<file path="config.mk">
export PLATFORM = sky130hd
export DESIGN_NAME = fetch_ctrl
export DESIGN_NICKNAME = d
export VERILOG_FILES = /design/src/rtl/fetch_ctrl.sv
export SDC_FILE = /design/constraint.sdc
export NUM_CORES = 1
export LEC_CHECK = 0
export ABC_AREA = 1
export CELL_PAD_IN_SITES_DETAIL_PLACEMENT = 1
export CELL_PAD_IN_SITES_GLOBAL_PLACEMENT = 1
export CORE_MARGIN = 2
export CORE_UTILIZATION = 20
export DETAILED_ROUTE_END_ITERATION = 16
export PLACE_DENSITY = 0.78
export SLEW_MARGIN = 20
export SYNTH_ARGS = -nofsm -noshare
export SYNTH_HDL_FRONTEND = slang
export SYNTH_SLANG_ARGS = --single-unit
</file>
<file path="constraint.sdc">
create_clock -name clk -period 1.32 [get_ports clk]
set_clock_uncertainty 0.1 [all_clocks]
set_input_delay 0.198 -clock clk [delete_from_list [all_inputs] [get_ports clk]]
set_output_delay 0.198 -clock clk [all_outputs]
set_load 0.1 [all_outputs]
</file>
<file path="src/rtl/fetch_ctrl.sv">
// Fetch control: vector-table fetch for reset/exceptions/interrupt, EPC+cause save, eret return, double-fault restart.
// Latency: pc_load 1+W cycles after an event seen in NORMAL (W = memory wait cycles); eret loads in the same cycle.
// Backpressure: mem_req/mem_addr held stable until mem_ack; decode stalled through extend meanwhile.
module fetch_ctrl #(
  parameter int                ADDR_W   = 32,
  parameter int                DATA_W   = 32,
  parameter int                N_EXPT   = 2,
  parameter logic [ADDR_W-1:0] TBL_BASE = '0,
  parameter int                CAUSE_W  = $clog2(N_EXPT+2)
) (
  input  logic               clk,
  input  logic               rst,
  input  logic [N_EXPT-1:0]  expt,
  input  logic               int_req,
  input  logic               eret,
  input  logic [ADDR_W-1:0]  pc,
  input  logic               mem_ack,
  input  logic [DATA_W-1:0]  mem_rdata,
  output logic               mem_req,
  output logic [ADDR_W-1:0]  mem_addr,
  output logic               pc_load,
  output logic [ADDR_W-1:0]  pc_next,
  output logic               extend,
  output logic [1:0]         fetch_src,
  output logic [ADDR_W-1:0]  epc,
  output logic [CAUSE_W-1:0] cause,
  output logic               in_handler
);

  typedef enum logic [1:0] {S_RESET, S_LOOKUP, S_NORMAL, S_VECTOR} state_t;

  state_t               state, state_nxt;
  logic [ADDR_W-1:0]    epc_nxt;
  logic [CAUSE_W-1:0]   cause_nxt;
  logic                 hnd_nxt;
  logic [CAUSE_W-1:0]   tbl_idx;
  logic [CAUSE_W-1:0]   expt_idx;

  always_ff @(posedge clk or negedge rst) begin
    if (!rst) begin
      state      <= S_RESET;
      epc        <= '0;
      cause      <= '0;
      in_handler <= 1'b0;
    end else begin
      state      <= state_nxt;
      epc        <= epc_nxt;
      cause      <= cause_nxt;
      in_handler <= hnd_nxt;
    end
  end

  always_comb begin
    state_nxt = state;
    epc_nxt   = epc;
    cause_nxt = cause;
    hnd_nxt   = in_handler;
    mem_req   = 1'b0;
    pc_load   = 1'b0;
    pc_next   = mem_rdata[ADDR_W-1:0];
    extend    = 1'b1;
    fetch_src = 2'b00;
    tbl_idx   = '0;

    // Downward scan so the lowest set source (highest priority) wins.
    expt_idx = '0;
    for (int i = N_EXPT-1; i >= 0; i--) begin
      if (expt[i]) expt_idx = CAUSE_W'(i+1);
    end

    case (state)
      S_RESET: state_nxt = S_LOOKUP;
      S_LOOKUP: begin
        mem_req   = 1'b1;
        fetch_src = 2'b01;
        if (mem_ack) begin
          pc_load   = 1'b1;
          state_nxt = S_NORMAL;
        end
      end
      S_NORMAL: begin
        extend = 1'b0;
        if (|expt && in_handler) begin
          state_nxt = S_LOOKUP;
        end else if (|expt) begin
          epc_nxt   = pc;
          cause_nxt = expt_idx;
          state_nxt = S_VECTOR;
        end else if (int_req && !in_handler) begin
          epc_nxt   = pc;
          cause_nxt = CAUSE_W'(N_EXPT+1);
          state_nxt = S_VECTOR;
        end else if (eret && in_handler) begin
          pc_load   = 1'b1;
          pc_next   = epc;
          fetch_src = 2'b10;
          hnd_nxt   = 1'b0;
        end
      end
      S_VECTOR: begin
        mem_req   = 1'b1;
        fetch_src = 2'b01;
        tbl_idx   = cause;
        if (mem_ack) begin
          pc_load   = 1'b1;
          hnd_nxt   = 1'b1;
          state_nxt = S_NORMAL;
        end
      end
      default: state_nxt = S_RESET;
    endcase

    mem_addr = TBL_BASE + (ADDR_W'(tbl_idx) << 2);
  end

endmodule
</file>
Word level (Yosys, flattened, before mapping) --
Cells that the tools add are included.
Word-level totals: word-level logic and storage cells 62, flip-flop bits (word level) 37
Cells by class: multiplexer cells 35, bitwise gates (word level) 1, eq/ne operators 10, reductions and logical operators 12
Operators by type and width (count):
- $mux 32 | 7
- $mux 2 | 12
- $mux 1 | 12
- $ne 2x2->1 const B | 5
- $pmux 2 s3 | 1
- $reduce_and 6->1 | 1
- $eq 2x2->1 const B | 2
- $ne 4x4->1 const B | 1
- $pmux 1 s2 | 2
- $pmux 2 s2 | 1
- $reduce_bool 2->1 | 2
- $reduce_or 2->1 | 2
- $logic_and 1x1->1 | 3
- $reduce_and 3->1 | 1
- $eq 2x1->1 const B | 1
- $logic_not 2->1 | 1
- $ne 2x1->1 const B | 1
- $reduce_and 2->1 | 1
- $logic_not 1->1 | 1
- $not 1->1 | 1

Longest topological paths before layout --
Gate-level depths: netlist of the first run.
word-level depth 6, depth in mapped cells 7, gate-level depth less buffers 6

Worst setup path after synthesis of the first run --
Ideal clock, no wire load.
path kind reg-to-output, from register in_handler, to output pc_next[0], stages on the path, launching flop included 6, slack -1318 ps, arrival time 2340 ps, path buffers 1, required time 1022 ps, path through dfrtp_1 nand2_1 nor2_4 buf_4 nand3_1 nand2_1
Between the ends: cells in the longest elaborated chain, start to end 6
RTL lines:
- start: declaration | line 27 | output logic in_handler
- start signal: assignment | line 49 | in_handler <= hnd_nxt;
- $logic_and 1x1->1 or $logic_not 1->1 (tied branches) | line 93, 89
- $mux 32 or $logic_and 1x1->1 (tied branches) | line 93, 89
- $mux 32 | line 89 | end else if (int_req && !in_handler) begin
- $mux 32 | line 85 | end else if (|expt) begin
- $mux 32 (*) | line 83 | if (|expt && in_handler) begin
- $mux 32 (*) | line 71 | case (state)
- end: declaration | line 22 | output logic [ADDR_W-1:0] pc_next,
Every way passes the cells marked *; elsewhere a longest branch is shown, timed or not.

Final worst setup path of the first run --
from register state[0], to output pc_next[7]
Between the ends: cells in the longest elaborated chain, start to end 2
RTL lines:
- start: declaration | line 32 | state_t state, state_nxt;
- start signal: assignment | line 46 | state <= state_nxt;
- $eq 2x2->1 | line 71
- $mux 32 | line 71
Every way passes these cells.

==> results.cfg, run 1 <==
[yosys]
synth_area_per_cell_um2 = 7.17
yosysSeqAreaShare_pct = 40.1
yosysWarnings = 0
synth_cell_types = 13
netlist_instances = 322
syn_area_um2 = 2310
ys_seq_elements = 37

[cells_and_area]
final_util_pct = 52.6
finalNonFillerCells = 641
nets = 568
areaGrowthSynthToFinish_pct = 158
drive_above_1_share_pct = 47.8
final_area_um2 = 5960
num-fill-cells = 1213
diodes = 0

[global_routing]
grt_max_degree = 27
top_usage_layer = met2
grt_pass1_wl_um = 17400
gr-total-overflow = 0
track_usage_pct = 17.7
antenna_found_initial = 0
met3_usage_pct = 5.01
grt_pass1_vias = 3248
grt_use_met2_pct = 33.3
grtUsageMet1_pct = 19.9

[outcome]
status = finished, violations left
violations = negative setup slack

[drt]
viasPerCell = 4.35
firstDrtPassIters = 4
wl_um = 11300
wl_per_cell_um = 17.7
drc = 0
vias = 2788
postRouteAntennaNets = 0
initialDrtViolationCount = 71

[setup_path]
cp_data_arrival_time_ns = 1.69
cp_common_cell = nand2_4
critical_path.top_delay_family = buffers and inverters
cp-end-kind = output pin
cpPeakStageDelay_ns = 0.39
r2r_slack_ns = -0.19
cp_cell_sequence = inv_2, nand2_4, nor2_4, buf_6, clkbuf_16, nand3_2, nand2_4, buf_12
worst_r2r_path_depth = 6
cpMaxStageDelayCell = dfrtp_1
path_max_fanout = 6
cp.required_ns = 1.02
critPathBufInv = 4
critical_path_class = flip-flop to output pin
worst_setup_path_start_kind = flip-flop
crit_cells = 8

[clock_network]
cts_tree = done
clock_path_buffers = 2
cts_htree_levels = 2
cts_num_sinks = 37
clk_latency_ns = 0.28
cts-root-buf = clkbuf_16
numCtsBuffers = 5
clk_pin_slew_ns = 0.06

[sta]
setup_slack_ns = -0.669
fin_hold_ws_ns = 0.323
min_period_ns = 1.99
slew_violations = 0
finalSetupViolCount = 74
period_share_pct = 151
timing.fmax_mhz = 503
fin_tns_setup_ns = -27.82
rsz0062_at_grt = yes
hold_viol_final = 0

[flow_run]
drv_cap = 0

[hold_path]
hold_class = primary input to flip-flop
holdPathStages = 4

[die]
core_um2 = 11300
dieArea_um2 = 12400
die_y_um = 111
num_rows = 39
ios = 175
die_x_um = 111
initial_utilization_pct = 20.4

[power_and_ir_drop]
p_leak_nw = 2.63
power.density_nw_per_um2 = 2050
vdd_drop_max_mv = 1.66

[place]
place_congestion = 0.756
hpwl_um = 7900
post_dp_cell_area_um2 = 5120
portBuffers = 144
placed_cells = 617
sequential cells by signal (all words and copies together), names as in the netlist:
register / count
epc: 32
cause: 2
in_handler: 1
state: 2
worst min-delay path: stages:
cell and delay [ns]:
dlygate4sd2_1 0.26, inv_1 0.08, nand3_1 0.08, nand2_1 0.05
cells in the final DEF, fill, tap and decap left out:
| cell type | synthesis | routed |
|---|---|---|
| conb_1 | 1 | 30 |
| inv_2 | 1 | 3 |
| buf_12 | 0 | 80 |
| clkbuf_1 | 8 | 1 |
| nand2_2 | 1 | 19 |
| dfrtp_1 | 37 | 32 |
| buf_16 | 0 | 5 |
| nand3_1 | 67 | 35 |
| dfrtp_4 | 0 | 3 |
| nor2_2 | 0 | 1 |
| buf_8 | 0 | 5 |
| nand3_2 | 0 | 16 |
| nand2_1 | 146 | 85 |
| dlygate4sd3_1 | 0 | 1 |
| dfrtp_2 | 0 | 2 |
| buf_2 | 0 | 1 |
| inv_1 | 8 | 5 |
| nor2_4 | 3 | 5 |
| nand2_4 | 3 | 35 |
| nand2_8 | 0 | 11 |
| clkdlybuf4s50_1 | 0 | 67 |
| clkinv_2 | 0 | 2 |
| clkinvlp_4 | 0 | 1 |
| clkbuf_16 | 0 | 8 |
| buf_4 | 36 | 17 |
| nor2_1 | 5 | 2 |
| dlygate4sd2_1 | 0 | 2 |
| nand3_4 | 0 | 16 |
| buf_6 | 6 | 8 |
repair_timing:
| action | CTS | global route |
|---|---|---|
| endpoints found under the setup margin | 75 | 77 |
| hold buffers | 1 | 0 |
| pin swaps | 7 | 7 |
| gates resized for setup | 79 | 20 |
| buffers inserted | 11 | 2 |
| hold endpoints to repair | 37 | 0 |
| cloned | 5 | 3 |
cells in the mapped netlist:
master    number  area, um2
conb_1         1       3.75
nand2_2        1       6.26
buf_6          6       67.6
inv_2          1       3.75
clkbuf_1       8       30.0
nand2_4        3       33.8
dfrtp_1       37        926
nand2_1      146        548
nor2_4         3       33.8
nor2_1         5       18.8
inv_1          8       30.0
nand3_1       67        335
buf_4         36        270
per-layer routing:
metal / wire length (um) / part of all wire (%) / up-vias
li1: - / - / 1311
met1: 4120 / 36 / 1359
met2: 6290 / 56 / 109
met3: 798 / 7.0 / 9
met4: 120 / 1.1 / 0
met5: 0 / 0 / -
path summary, 6_finish.rpt:
check                           start         end
min in group asynchronous         rst    cause[0]
max in group asynchronous         rst  in_handler
max reg2reg                in_handler     epc[22]
min reg2reg                   epc[18]     epc[18]
min                           expt[0]    cause[1]
max                          state[0]  pc_next[7]
logic make-up after synthesis:
kind of cell | Yosys count | share of synthesized area (%)
and+or+nand+nor | 225 | 42.3
DFF | 37 | 40.1
other | 1 | 0.163
buffers and inverters | 59 | 17.4
final cells by class:
class / instances / area [um2] / area share, %
Timing Repair Buffer: 189 / 2810 / 47.2
Multi-Input combinational cell: 255 / 1850 / 31.1
Sequential cell: 37 / 940 / 15.8
Tap cell: 143 / 179 / 3.00
Clock buffer: 6 / 129 / 2.16
Inverter: 9 / 37.5 / 0.630
Clock inverter: 2 / 10.0 / 0.168
power breakdown:
part / total [W] / switching, W / internal, W
Combinational: 0.00859 / 0.00569 / 0.00289
Clock: 0.00118 / 0.000483 / 0.000694
Sequential: 0.00246 / 0.000828 / 0.00163
Total: 0.0122 / 0.00701 / 0.00522
metrics by stage:
stage                     total power, W  setup slack [ns]
after floorplan                  0.00741            -0.484
after global placement            0.0106            -0.586
after detailed placement          0.0107            -0.610
after CTS                         0.0122            -0.630
after global routing              0.0126            -0.732
final                             0.0122            -0.669
(Power assumes the default switching activity.)
==> inputs of run 2 (changes only) <==
--- a/config.mk
+++ b/config.mk
@@ -6,12 +6,12 @@
 export NUM_CORES = 1
 export LEC_CHECK = 0
 export ABC_AREA = 1
-export CELL_PAD_IN_SITES_DETAIL_PLACEMENT = 1
+export CELL_PAD_IN_SITES_DETAIL_PLACEMENT = 0
 export CELL_PAD_IN_SITES_GLOBAL_PLACEMENT = 1
 export CORE_MARGIN = 2
-export CORE_UTILIZATION = 20
+export CORE_UTILIZATION = 24
 export DETAILED_ROUTE_END_ITERATION = 16
-export PLACE_DENSITY = 0.78
+export PLACE_DENSITY = 0.88
 export SLEW_MARGIN = 20
 export SYNTH_ARGS = -nofsm -noshare
 export SYNTH_HDL_FRONTEND = slang
==> constraint.sdc (replaced) <==
create_clock -name clk -period 2.49 [get_ports clk]
set_clock_uncertainty 0.1 [all_clocks]
set_input_delay 0.3735 -clock clk [delete_from_list [all_inputs] [get_ports clk]]
set_output_delay 0.3735 -clock clk [all_outputs]
set_load 0.1 [all_outputs]
==> run 2 against run 1 <==
Net effect:
- register-to-register slack better by 1.2 ns
- sequential share of layout area up 7.2 points
- critical path type is now primary input to output pin
- final cell count down 8.6%
- power decreased by 59%
- utilization is 9.2 points lower
- critical path depth shrank 1
- critical endpoint is now pc_next[20]
- setup slack improved by 0.90 ns
- highest routed layer unchanged
- largest power group unchanged
- count of clock-buffer cells in the layout grew 1
- largest cell class unchanged
- clock power is 65% lower
- the flow now finishes without violations
==> results.cfg, run 2 (synthesis results as in run 1) <==
[clock_network]
numCtsBuffers = 5
cts_num_sinks = 37
clock_path_buffers = 2
hold_buffers = 0
cts_tree = done
cts-root-buf = clkbuf_8
clk_pin_slew_ns = 0.07
cts_htree_levels = 2
cts_resized = 0
clk_latency_ns = 0.28
post-cts-setup-buffer-count = 0

[die]
initial_utilization_pct = 24.9
die_x_um = 102
num_rows = 35
core_um2 = 9280
dieArea_um2 = 10400
die_y_um = 102
ios = 175

[cells_and_area]
drive_above_1_share_pct = 21.2
diodes = 0
top_regs = epc: 32 flops, cause: 2 flops, state: 2 flops
areaGrowthSynthToFinish_pct = 74.6
final_common_cell = nand2_1
final_cell_mix = nand2_1 (146), clkdlybuf4s50_1 (69), nand3_1 (67)
num-fill-cells = 948
largest_register_ffs = 32
top_register = epc
nets = 528

[power_and_ir_drop]
power.density_nw_per_um2 = 1250
p_leak_nw = 2.11
totalPowerFinal_w = 0.00503
vdd_drop_max_mv = 0.964

[sta]
tightest_slew_ns = 0.838
min_period_ns = 2.26
finalSetupViolCount = 0
timing.fmax_mhz = 443
slew_violations = 0
rsz0062_at_grt = no
period_share_pct = 90.7
fin_tns_setup_ns = 0
hold_viol_final = 0
maxSlewHeadroom_pct = 44.1

[outcome]
status = finished clean

[setup_path]
path_max_fanout = 19
cp_data_arrival_time_ns = 1.78
cp_common_cell = nand2_1
cpMaxStageDelayCell = clkdlybuf4s50_1
cp-end-kind = output pin
cp.required_ns = 2.02
critical_path_class = primary input to output pin
cpPeakStageDelay_ns = 0.46
cp_cell_sequence = clkdlybuf4s50_1, nand2_1, nor2_4, buf_4, nand3_1, nand2_1, buf_12
worst_setup_path_start_kind = primary input

[drt]
wl_per_cell_um = 13.0
drc = 0
initialDrtViolationCount = 91
wl_um = 7590
postRouteAntennaNets = 0
vias = 2432
viasPerCell = 4.15
firstDrtPassIters = 4

[global_routing]
grt_pass1_vias = 2316
gr-total-overflow = 0
grt_pass1_wl_um = 11800
grt_max_degree = 38
antenna_found_initial = 0
track_usage_pct = 14.4

[place]
hpwl_um = 5590
portBuffers = 144
place_congestion = 0.727

[hold_path]
hold_class = primary input to asynchronous set/reset pin

[flow_run]
drv_cap = 0
## run 2: changes by cell type in the layout (fill, tap and decap cells not counted), sizes merged, moves of 2 or more
cell and delta:
clkdlybuf4s50 +2, clkinv -2, clkbuf -2, buf -36, dlygate4sd2 -2
## run 2: final cells by class
class | instances | area (um2) | share of cell area [%]
clock buffer | 7 | 86.3 | 2.14
inverter | 9 | 33.8 | 0.839
multi-input combinational | 255 | 1090 | 27.1
sequential | 37 | 927 | 23.0
tap | 129 | 161 | 4.01
timing repair buffer | 149 | 1730 | 42.9
## run 2: worst paths after layout
check                                   end  slack (ns)      from  cells after the start
max in group asynchronous        in_handler        1.61       rst                      1
worst max-delay path            pc_next[20]        0.23      eret                      7
worst min register to register     cause[1]        0.41  cause[1]                      2
worst max register to register       epc[2]        0.96  state[0]                      6
min in group clk                   cause[1]        0.41  cause[1]                      2
worst min-delay path                epc[25]        0.09       rst                      1
## run 2: worst max-delay path: cells and delay by family
| kind | cells | cell delay, ns |
|---|---|---|
| buffers and inverters | 3 | 0.90 |
| and+or+nand+nor | 4 | 0.49 |
## run 2: through the flow
| stage | setup WS [ns] | cells | utilization (%) | instance area, um2 | hold slack (ns) |
|---|---|---|---|---|---|
| finish | 0.233 | 586 | 43.4 | 4030 | 0.0884 |
| global route | 0.113 | 586 | 43.4 | 4030 | 0.152 |
| CTS | 0.235 | 586 | 43.4 | 4030 | 0.121 |
| detailed placement | 0.253 | 579 | 42.5 | 3940 | 0.396 |
| global placement | 0.242 | 579 | 42.5 | 3940 | 0.382 |
| floorplan | 0.0224 | 351 | - | 2420 | -0.0221 |
## run 2: power by group
part           internal [W]  switching (W)  total, W
clock network      0.000220       0.000198  0.000417
registers          0.000853       0.000239   0.00109
logic              0.000702        0.00282   0.00352
total               0.00177        0.00326   0.00503
## run 2: routing by layer
layer  up-vias  routed length [um]  track usage (%)
met2        92                3820             24.2
li1       1215                   -                -
met5         -                   0                0
met3         7                 530             3.76
met4         0                  53             3.59
met1      1118                3180             18.3
